**src/rtl/lsu_pkg.sv**
```systemverilog
// Shared types and constants for the data-memory load/store path.
// Also holds the access classifier used at request accept.
package lsu_pkg;

  typedef enum logic [1:0] {IDLE, ISSUE, WAIT, RESP} lsu_state_t;

  localparam logic [1:0] SIZE_B = 2'd0;
  localparam logic [1:0] SIZE_H = 2'd1;
  localparam logic [1:0] SIZE_W = 2'd2;

  localparam logic [3:0] BE_B = 4'b0001;
  localparam logic [3:0] BE_H = 4'b0011;
  localparam logic [3:0] BE_W = 4'b1111;

  typedef struct packed {
    logic       is_store;
    logic       is_load;
    logic       fault;
    logic [1:0] size;
  } lsu_class_t;

  // Stores win over loads; size of a store comes from its byte mask.
  function automatic lsu_class_t lsu_classify(input logic       rd,
                                              input logic [3:0] we,
                                              input logic [1:0] rsize,
                                              input logic [1:0] off);
    lsu_class_t c;
    c.is_store = (we != 4'b0000);
    c.is_load  = !c.is_store && rd;
    c.fault    = 1'b0;
    c.size     = rsize;
    if (c.is_store) begin
      case (we)
        BE_B:    c.size = SIZE_B;
        BE_H:    c.size = SIZE_H;
        BE_W:    c.size = SIZE_W;
        default: begin c.size = SIZE_W; c.fault = 1'b1; end
      endcase
    end else if (c.is_load && rsize == 2'd3) begin
      c.fault = 1'b1;
    end
    if ((c.is_store || c.is_load) &&
        ((c.size == SIZE_H && off[0]) || (c.size == SIZE_W && off != 2'd0)))
      c.fault = 1'b1;
    return c;
  endfunction

endpackage

```
**src/rtl/load_formatter.sv**
```systemverilog
// Extracts a byte/half/word from a BRAM word and sign- or zero-extends it.
module load_formatter
  import lsu_pkg::*;
(
  input  logic [31:0] rdata_i,
  input  logic [1:0]  offset_i,
  input  logic [1:0]  size_i,
  input  logic        sgn_i,
  output logic [31:0] data_o
);

  logic [7:0]  b;
  logic [15:0] h;

  always_comb begin
    b      = rdata_i[8*offset_i +: 8];
    h      = rdata_i[16*offset_i[1] +: 16];
    data_o = rdata_i;
    case (size_i)
      SIZE_B:  data_o = {{24{sgn_i & b[7]}}, b};
      SIZE_H:  data_o = {{16{sgn_i & h[15]}}, h};
      default: data_o = rdata_i;
    endcase
  end

endmodule

```
**src/rtl/data_mem_lsu.sv**
```systemverilog
// Load/store unit driving a 1-cycle-latency single-port data BRAM.
// One access in flight; req_ready drops until the response pulse has gone.
module data_mem_lsu
  import lsu_pkg::*;
#(
  parameter int ADDR_W = 10
) (
  input  logic              clk,
  input  logic              rst,
  input  logic              req_valid,
  output logic              req_ready,
  input  logic              mem_read,
  input  logic [3:0]        mem_write,
  input  logic [1:0]        mem_read_size,
  input  logic              mem_read_signed,
  input  logic [31:0]       addr,
  input  logic [31:0]       store_data,
  output logic              resp_valid,
  output logic [31:0]       load_data,
  output logic              fault,
  output logic              ram_en,
  output logic [3:0]        ram_we,
  output logic [ADDR_W-1:0] ram_addr,
  output logic [31:0]       ram_wdata,
  input  logic [31:0]       ram_rdata
);

  lsu_state_t        state_q;
  logic              resp_valid_q, fault_q, ld_q, sgn_q, ram_en_q;
  logic [1:0]        off_q, size_q;
  logic [3:0]        ram_we_q;
  logic [ADDR_W-1:0] ram_addr_q;
  logic [31:0]       ram_wdata_q, load_data_q, fmt_d;
  lsu_class_t        cls;
  logic              unused_addr;

  // Address bits above the BRAM range alias (wrap) by design.
  assign unused_addr = ^addr[31:ADDR_W+2];

  assign cls = lsu_classify(mem_read, mem_write, mem_read_size, addr[1:0]);

  load_formatter u_fmt (
    .rdata_i  (ram_rdata),
    .offset_i (off_q),
    .size_i   (size_q),
    .sgn_i    (sgn_q),
    .data_o   (fmt_d)
  );

  always_ff @(posedge clk or posedge rst) begin
    if (rst) begin
      state_q      <= IDLE;
      resp_valid_q <= 1'b0;
      fault_q      <= 1'b0;
      load_data_q  <= '0;
      ram_en_q     <= 1'b0;
      ram_we_q     <= '0;
      ram_addr_q   <= '0;
      ram_wdata_q  <= '0;
      ld_q         <= 1'b0;
      sgn_q        <= 1'b0;
      off_q        <= '0;
      size_q       <= '0;
    end else begin
      case (state_q)
        IDLE: if (req_valid) begin
          if (cls.fault || !(cls.is_store || cls.is_load)) begin
            state_q      <= RESP;
            resp_valid_q <= 1'b1;
            fault_q      <= cls.fault;
          end else begin
            state_q    <= ISSUE;
            ram_en_q   <= 1'b1;
            ram_addr_q <= addr[ADDR_W+1:2];
            ld_q       <= cls.is_load;
            if (cls.is_store) begin
              ram_we_q    <= mem_write << addr[1:0];
              ram_wdata_q <= store_data << {addr[1:0], 3'b000};
            end else begin
              ram_we_q <= '0;
              off_q    <= addr[1:0];
              size_q   <= cls.size;
              sgn_q    <= mem_read_signed;
            end
          end
        end
        ISSUE: begin
          ram_en_q <= 1'b0;
          ram_we_q <= '0;
          if (ld_q) begin
            state_q <= WAIT;
          end else begin
            state_q      <= RESP;
            resp_valid_q <= 1'b1;
          end
        end
        WAIT: begin
          load_data_q  <= fmt_d;
          state_q      <= RESP;
          resp_valid_q <= 1'b1;
        end
        RESP: begin
          resp_valid_q <= 1'b0;
          fault_q      <= 1'b0;
          state_q      <= IDLE;
        end
        default: state_q <= IDLE;
      endcase
    end
  end

  assign req_ready  = (state_q == IDLE);
  assign resp_valid = resp_valid_q;
  assign fault      = fault_q;
  assign load_data  = load_data_q;
  assign ram_en     = ram_en_q;
  assign ram_we     = ram_we_q;
  assign ram_addr   = ram_addr_q;
  assign ram_wdata  = ram_wdata_q;

endmodule
```
**config.mk**
```make
export PLATFORM = sky130hd
export DESIGN_NAME = data_mem_lsu
export DESIGN_NICKNAME = d
export VERILOG_FILES = /design/src/rtl/lsu_pkg.sv /design/src/rtl/load_formatter.sv /design/src/rtl/data_mem_lsu.sv
export SDC_FILE = /design/constraint.sdc
export NUM_CORES = 1
export LEC_CHECK = 0
export ABC_AREA = 1
export CAP_MARGIN = 20
export CORE_ASPECT_RATIO = 0.9
export CORE_MARGIN = 3
export CORE_UTILIZATION = 39
export CTS_BUF_LIST = sky130_fd_sc_hd__clkbuf_4
export CTS_CLUSTER_SIZE = 12
export DETAILED_ROUTE_END_ITERATION = 8
export GPL_ROUTABILITY_DRIVEN = 0
export PLACE_DENSITY = 0.7
export SYNTH_ARGS = -nofsm -noshare
export SYNTH_HDL_FRONTEND = slang
export SYNTH_HIERARCHICAL = 1
export SYNTH_SLANG_ARGS = --single-unit
```
**constraint.sdc**
```tcl
create_clock -name clk -period 3.55 [get_ports clk]
set_input_delay 0.71 -clock clk [delete_from_list [all_inputs] [get_ports clk]]
set_output_delay 0.71 -clock clk [all_outputs]
set_load 0.01 [all_outputs]
```
; After elaboration in Yosys (flattened, before gate mapping)
; Cells that the tools add are included.
[word_totals]
regBits = 89
inputBits = 107
out_inout_bits = 82
elab_cells = 82
[classes]
eq_ne = 14
shift = 4
muxes = 25
bitwise = 4
reduce_logical = 23
[ops]
columns = operator, count
row1 = one-hot mux 32 bit (2 select lines), 1
row2 = variable part select 32 x 6 -> 16 bit, 1
row3 = variable part select 32 x 6 -> 8 bit, 1
row4 = left shift 32 x 5 -> 32 bit, 1
row5 = two-way mux 1 bit, 12
row6 = two-way mux 4 bit, 3
row7 = AND reduction 3 bit, 4
row8 = == test 2 bit (second input constant), 4
row9 = one-hot mux 2 bit (4 select lines), 1
row10 = one-hot mux 4 bit (2 select lines), 1
row11 = AND reduction 4 bit, 2
row12 = == test 2 x 1 -> 1 bit (second input constant), 3
row13 = two-way mux 2 bit, 3
row14 = != test 2 bit (second input constant), 3
row15 = nonzero test 2 bit, 3
row16 = logical AND 1 bit, 5
row17 = == test 4 x 1 -> 1 bit (second input constant), 1
row18 = == test 4 x 2 -> 1 bit (second input constant), 1
row19 = == test 4 bit (second input constant), 1
row20 = zero test 2 bit, 2
row21 = one-hot mux 1 bit (2 select lines), 2
row22 = one-hot mux 1 bit (4 select lines), 1
row23 = one-hot mux 2 bit (2 select lines), 1
row24 = nonzero test 4 bit, 1
row25 = 7 further kinds, 12

; Logic depth before layout (Yosys ltp)
; Gate-level depths: netlist (run 1).
[depth]
ltp_word = 12
depth_mapped = 13
depth_no_buf = 12

; Hierarchy
; The synthesis (run 1) kept the hierarchy.
[by_module_without_submodules]
columns = module, n_inst, cells_per_inst, area_each_um2, seq_area_each_um2
row1 = data_mem_lsu, 1, 498, 4326.6, 2227.1
row2 = load_formatter, 1, 158, 863.3, 0.0

; Worst setup path before layout (run 1)
; OpenSTA, ideal clock, no wires.
[synth_path]
path_type = input to register
startpoint = input port mem_write[2]
endpoint = register ram_en_q, in the netlist ram_en
setup_ns = 0.118
t_arrival_ns = 1.816
required_ns = 3.432
setup_slack_ns = 1.616
path_stages = 9
n_path_buf = 2
path_cell_list = nor2_2 nand2_1 or2_1 nand4_4 nor2_4 buf_6 buf_6 nand2_1 nand2_1
[synth_via]
elab_chain_len = 11
word_cells_on_any_way = 25
cone_classes = 6 x eq/ne / 6 x mux / 13 x reduce/logical
[synth_rtl]
columns = element, line
row1 = "start, declared", data_mem_lsu.sv:13  ; input logic [3:0] mem_write,
row2 = == test 4 x 2 -> 1 bit or == test 4 x 1 -> 1 bit (tied branches), lsu_pkg.sv:33  ; case (we)
row3 = one-hot mux 2 bit (2 select lines), lsu_pkg.sv:33
row4 = two-way mux 2 bit, lsu_pkg.sv:32  ; if (c.is_store) begin
row5 = == test 2 x 1 -> 1 bit or == test 2 bit (tied branches), lsu_pkg.sv:43  ; ((c.size == SIZE_H && off[0]) || (c.size == SIZE_W && off != 2'd0)))
row6 = logical AND 1 bit, lsu_pkg.sv:43
row7 = logical OR 1 bit, lsu_pkg.sv:43
row8 = logical AND 1 bit, lsu_pkg.sv:42  ; if ((c.is_store || c.is_load) &&
row9 = two-way mux 1 bit, lsu_pkg.sv:42
row10 = logical OR 1 bit (*), data_mem_lsu.sv:67  ; if (cls.fault || !(cls.is_store || cls.is_load)) begin
row11 = != test 2 bit (no line) (*), -
row12 = AND reduction 3 bit (no line) (*), -
row13 = "end signal, assigned", data_mem_lsu.sv:56  ; ram_en_q <= 1'b0;
row14 = "end signal, assigned", data_mem_lsu.sv:73  ; ram_en_q <= 1'b1;
row15 = "end signal, assigned", data_mem_lsu.sv:88  ; ram_en_q <= 1'b0;
row16 = "end, declared", data_mem_lsu.sv:29  ; logic resp_valid_q, fault_q, ld_q, sgn_q, ram_en_q;
; Every way passes the cells marked *; elsewhere a longest branch is shown, timed or not.
; A chain may end at the register's enable or synchronous reset.

; Final worst setup path (run 1)
[layout_path]
startpoint = input port mem_write[2]
endpoint = register ram_wdata_q[16], in the netlist ram_wdata[16]
[layout_via]
elab_chain_len = 11
word_cells_on_any_way = 25
cone_classes = 5 x eq/ne / 6 x mux / 1 x bitwise / 13 x reduce/logical
[layout_rtl]
columns = element, line
row1 = == test 4 x 2 -> 1 bit or == test 4 x 1 -> 1 bit (tied branches), lsu_pkg.sv:33
row2 = one-hot mux 2 bit (2 select lines), lsu_pkg.sv:33
row3 = two-way mux 2 bit, lsu_pkg.sv:32
row4 = == test 2 x 1 -> 1 bit or == test 2 bit (tied branches), lsu_pkg.sv:43
row5 = logical AND 1 bit, lsu_pkg.sv:43
row6 = logical OR 1 bit, lsu_pkg.sv:43
row7 = logical AND 1 bit, lsu_pkg.sv:42
row8 = two-way mux 1 bit, lsu_pkg.sv:42
row9 = logical OR 1 bit, data_mem_lsu.sv:67
row10 = inverter 1 bit (no line), -
row11 = AND reduction 4 bit (no line) (*), -
row12 = "end signal, assigned", data_mem_lsu.sv:78  ; ram_wdata_q <= store_data << {addr[1:0], 3'b000};
row13 = "end, declared", data_mem_lsu.sv:33  ; logic [31:0] ram_wdata_q, load_data_q, fmt_d;
; Marked as above.

==> results.yml, run 1 <==
critical_path:
  path_cells: "clkdlybuf4s50_1, nor2_2, nand3_1, nand2_2, inv_1, nand3_1, nand4_4, nor2_4, nand2_2, nand2_1, nand2_1"
  timing.rr.start: "off_q[1]"
  reg2reg_to: "load_data[30]"
  cp_max_fo: 32
  path_delay_family: "simple AND/OR/NAND/NOR gates"
  critPathKind: "in2reg"
  crit_start: "mem_write[2]"
  cpPeakStageDelay_ps: 480
  cp_num_buf_inv: 2
  worst_setup_path_start_kind: "input port"
  critPathCaptureType: "register"
  path_depth: 11
  reg2reg_depth: 8
  slowest_stage: "clkdlybuf4s50_1"
  worstPathArrival_ps: 2990
  regToRegSetupSlack_ps: 1370
  cp.required_ps: 3900
  critPathCapture: "ram_wdata[16]"
timing:
  final-hold-violation-count: 0
  fin_crit_sh_pct: 74.4
  clock.fmax_ghz: 0.379
  worstMarginPinSlew_ps: 763
  rsz0062_at_grt: "no"
  holdWs_ps: 487
  slew_headroom_pct: 49.0
  setup_tns_ps: 0
  setup_viol: 0
  clock_skew_ps: 21.4
  drv_slew: 0
  min_period_ps: 2640
cells_and_area:
  mostFrequentLayoutCells: "nand2_1, clkdlybuf4s50_1, dfrtp_1, nand3_1, mux2_2"
  final_layout_size_suffix_gt1_share_pct: 13.6
  final_net_count: 915
  fillers: 1165
  final_common_cell: "nand2_1"
  antennaDiodeCount: 0
  area_growth_pct: 36.7
clock_network:
  cts_buffers: 9
  clk_latency_ps: 460
  cts-root-buf: "clkbuf_4"
  cts_tree: "built"
  cts_resized: 0
  cts_buffer_depth: 2
  clk_pin_slew_ps: 130
  cts-hold-fix-buffers: 0
  clock_sinks: 89
  postCtsSetupBuffers: 0
  htree_levels: 3
detailed_routing:
  viasPerCell: 5.05
  wl_met3_um: 987
  routed-wl-met2_um: 6950
  topRoutingLayerUsed: "met4"
  post-route-drc-count: 0
  wl_met1_um: 6890
  routed_wl_um: 15100
  drtPass1Iterations: 5
  routedWlPerCell_um: 15.5
  drt-initial-drc-count: 336
  vias: 4907
  ant_nets: 0
synth:
  synth-seq-cells: 89
  seq_area_frac_synth_pct: 42.9
  synthCells: 656
  syn_avg_cell_area_um2: 7.91
  ys_warn_count: 6
  ys_types: 36
  netlist_area_mm2: 0.00519
  synth.net_count: 767
die:
  fp-row-count: 39
  fp.dieW_um: 128
  io_pins: 189
  coreArea_mm2: 0.0128
  initial_core_util_pct: 40.4
  die_h_um: 115
  dieArea_mm2: 0.0147
global_routing:
  grt_pass1_vias: 4583
  grt_pass1_wl_um: 23900
  grtUsageTotal_pct: 20.3
  grt_max_degree: 49
  grt_overflow: 0
  antenna_found_initial: 0
pwr:
  power.density_mw_per_mm2: 526
  p_leak_nw: 3.55
  total_power_mw: 3.73
  ir_worst_vdd_uv: 435
status:
  outcome: "finished clean"
flow_run:
  maxCapViolations: 0
min_path:
  hold_path_class: "reg2reg"
  hold_depth: 2
place:
  hpwlAfterDp_um: 11000
  portBuffers: 168
-- registers in the layout, summed over array words and instances (netlist names) --
name,cells
load_data,32
ram_wdata,32
ram_addr,10
ram_we,4
off_q,2
size_q,2
state_q,2
fault,1
ld_q,1
ram_en,1
resp_valid,1
sgn_q,1
-- cell type report --
type                    count  area, µm²  share of cell area, %
multi-input cells         494       2610                   36.8
flip-flops and latches     89       2230                   31.4
repair buffers            177       1770                   25.0
clock buffers               9       67.6                  0.952
inverters                  33        130                   1.83
well taps                 164        205                   2.89
clock inverters             6       83.8                   1.18
-- tightest hold or removal path, stage by stage, from the launching register on --
cell and delay, ps:
dfrtp_1 360, nand2_1 50, nand2_1 50
-- synthesized netlist by cell type --
master,number,area share [%]
nand2_1,264,19
dfrtp_1,89,43
nand3_1,60,5.8
mux2_2,32,6.9
inv_1,26,1.9
o21ai_0,25,2.4
nand3_2,21,4.1
clkbuf_1,19,1.4
a21oi_1,14,1.4
nor2_1,13,0.94
o211ai_1,10,1.4
or2_2,9,1.1
nand2_2,8,0.96
nor3_1,8,0.77
a31oi_1,7,0.84
buf_2,6,0.58
buf_4,6,0.87
inv_2,5,0.36
buf_1,4,0.29
ha_1,4,0.96
buf_6,3,0.65
and2_0,2,0.24
buf_8,2,0.58
inv_4,2,0.24
nand2_4,2,0.43
nor2_2,2,0.24
nor2_4,2,0.43
nor2_8,2,0.77
or2_1,2,0.24
a211oi_1,1,0.14
a22oi_1,1,0.14
a311oi_1,1,0.17
nand4_4,1,0.41
nor4_1,1,0.12
o22ai_1,1,0.12
o31ai_1,1,0.14
-- per-stage QoR --
stage                     cells  utilization, %  setup WS, ps  area [µm²]
after CTS                   972            55.3           913        7100
after global placement      957            54.1           453        6950
after global routing        972            55.3           644        7100
after detailed placement    957            54.1           411        6950
final                       972            55.3           909        7100
after floorplan             656               -           533        5190
-- routing by layer --
layer	track usage, %	vias up
met5	0	-
met4	7.28	0
met3	3.32	20
met2	32.1	177
met1	28.6	2287
li1	-	2423
-- cells by family (layout without fill, tap and decap cells) --
| kind of cell | Yosys count | count (layout) | synth area share, % |
|---|---|---|---|
| compound gates | 61 | 61 | 6.77 |
| fa+ha+maj | 4 | 4 | 0.964 |
| simple gates | 397 | 397 | 35.6 |
| mux | 32 | 32 | 6.94 |
| flops | 89 | 89 | 42.9 |
| buf+inv | 73 | 225 | 6.82 |
-- worst min path at each step --
stage                        from       endpoint  slack (ps)
floorplan                off_q[1]       off_q[1]         440
global placement      ram_addr[9]    ram_addr[9]         460
detailed placement    ram_addr[4]    ram_addr[4]         460
CTS                   ram_addr[4]    ram_addr[4]         490
global route        ram_wdata[23]  ram_wdata[23]         520
finish                ram_addr[4]    ram_addr[4]         490
-- report_power, final --
group / internal (mW) / switching (mW) / total [mW] / leakage (nW)
registers: 1.30 / 0.177 / 1.48 / 1.18
clock network: 0.278 / 0.354 / 0.632 / 0.0754
logic: 0.871 / 0.751 / 1.62 / 2.29
total: 2.45 / 1.28 / 3.73 / 3.55
No activity file was read; power rests on OpenSTA's default activity.
==> run 2: changes to the inputs <==
clock period = 2.6 ns   (was 3.55 ns; I/O delays follow)
==> run 2 against run 1 <==
Die area stayed put. Critical path depth shrank 8. Utilization rose by 0.15 points. Count of clock-buffer cells in the layout rose by 2. Largest cell class unchanged. Wire length fell by 0.62%. Non-clock buffer count increased by 7. Flip-flop and latch count unchanged.
==> results.yml, run 2 (synthesized netlist as in run 1, its figures left out) <==
min_path:
  hold_path_class: "in2async"
global_routing:
  grt_overflow: 0
  grt_pass1_vias: 4776
  grt_pass1_wl_um: 23900
  antenna_found_initial: 0
  grtUsageTotal_pct: 20.3
  grt_max_degree: 39
detailed_routing:
  vias: 4968
  topRoutingLayerUsed: "met4"
  ant_nets: 0
  routed-wl-met2_um: 7020
  wl_met3_um: 999
  viasPerCell: 5.07
  drtPass1Iterations: 5
  routedWlPerCell_um: 15.3
  wl_met1_um: 6700
  routed_wl_um: 15000
  drt-initial-drc-count: 454
  post-route-drc-count: 0
clock_network:
  clk_pin_slew_ps: 140
  cts-hold-fix-buffers: 0
  cts_tree: "built"
  clock_sinks: 89
  cts_buffer_depth: 2
  clk_latency_ps: 460
  cts-root-buf: "clkbuf_4"
  cts_buffers: 9
  cts_resized: 0
  postCtsSetupBuffers: 0
  htree_levels: 3
critical_path:
  critPathCaptureType: "primary output"
  slowest_stage: "clkdlybuf4s50_1"
  critPathKind: "reg2out"
  worstPathArrival_ps: 1840
  worst_setup_path_start_kind: "register"
  cp_num_buf_inv: 2
  cp.required_ps: 2080
  cp_max_fo: 5
  cpPeakStageDelay_ps: 570
  path_delay_family: "buffers and inverters"
  path_cells: "inv_1, ha_1, clkdlybuf4s50_1"
cells_and_area:
  area_growth_pct: 37.1
  stdcell_count: 980
  final_net_count: 922
  mostFrequentLayoutCells: "nand2_1, clkdlybuf4s50_1, dfrtp_1, nand3_1, mux2_2"
  fin_util_pct: 55.4
  antennaDiodeCount: 0
  final_common_cell: "nand2_1"
  final_layout_size_suffix_gt1_share_pct: 14.5
  fillers: 1174
timing:
  clock_skew_ps: 12.5
  drv_slew: 0
  setup_tns_ps: 0
  clock.fmax_ghz: 0.423
  setup_viol: 0
  worstMarginPinSlew_ps: 565
  final-hold-violation-count: 0
  holdWs_ps: 430
  fin_crit_sh_pct: 90.9
  slew_headroom_pct: 62.3
  worst_slack_ps: 236
  min_period_ps: 2360
  rsz0062_at_grt: "no"
pwr:
  power.density_mw_per_mm2: 692
  ir_worst_vdd_uv: 491
  p_leak_nw: 3.56
die:
  fp-row-count: 39
  dieArea_mm2: 0.0147
  initial_core_util_pct: 40.4
  fp.dieW_um: 128
  coreArea_mm2: 0.0128
  io_pins: 189
  die_h_um: 115
place:
  dp.cells: 964
  pre_cts_ws_ps: 2.28
  portBuffers: 168
  hpwlAfterDp_um: 11100
flow_run:
  maxCapViolations: 0
status:
  outcome: "finished clean"
==> run 2: cell types whose count changed in the layout (fill, tap and decap cells not counted) <==
cell | before | now
clkinvlp_4 | 2 | 3
buf_4 | 7 | 14
clkinv_2 | 2 | 1
clkbuf_4 | 9 | 11
clkinv_4 | 0 | 1
bufinv_16 | 2 | 0
==> run 2: layout make-up <==
class	instances	area, µm²	share of cell area [%]
clock inverter	5	32.5	0.457
sequential	89	2230	31.3
clock buffer	11	82.6	1.16
inverter	33	133	1.86
tap	164	205	2.88
multi-input combinational	494	2610	36.7
timing repair buffer	184	1830	25.7
==> run 2: power by group <==
group	switching (mW)	internal, mW
combinational	1.03	1.20
clock	0.474	0.215
sequential	0.238	1.78
total	1.74	3.19
==> run 2: final timing paths <==
kind / depth (start not counted) / endpoint / start / slack (ps)
setup / recovery: 3 / req_ready / state_q[0] / 240
hold / removal: 2 / ram_wdata[3] / rst / 430
setup reg to reg: 9 / load_data[30] / off_q[1] / 790
hold reg to reg: 2 / ram_addr[1] / ram_addr[1] / 480
max in group asynchronous: 3 / ram_we[2] / rst / 1610
min in group clk: 2 / ram_addr[1] / ram_addr[1] / 480
==> run 2: routing by layer <==
layer | GRT usage, % | vias up
li1 | - | 2444
met3 | 4.47 | 19
met5 | 0 | -
met4 | 6.36 | 0
met1 | 28.2 | 2313
met2 | 32.0 | 192
==> run 2: metrics by stage <==
step,area (µm²),total power [mW]
final,7120,4.93
after detailed placement,7000,4.28
after floorplan,5190,3.10
after global placement,7000,4.22
after global routing,7120,5.27
after CTS,7120,4.99
==> run 3: changes to the inputs <==
--- a/config.mk
+++ b/config.mk
@@ -8,3 +8,2 @@
 export ABC_AREA = 1
-export CAP_MARGIN = 20
 export CORE_ASPECT_RATIO = 0.9
--- a/constraint.sdc
+++ b/constraint.sdc
@@ -3,2 +3,2 @@
 set_output_delay 0.52 -clock clk [all_outputs]
-set_load 0.01 [all_outputs]
+set_load 0.005 [all_outputs]
==> results of run 3 <==
The final DEF is identical to that of run 2. Status: finished clean.
Among the figures that moved: setup slack after layout 236 ps -> 271 ps; total power 4.93 mW -> 4.77 mW; worst IR drop on VDD 491 µV -> 466 µV
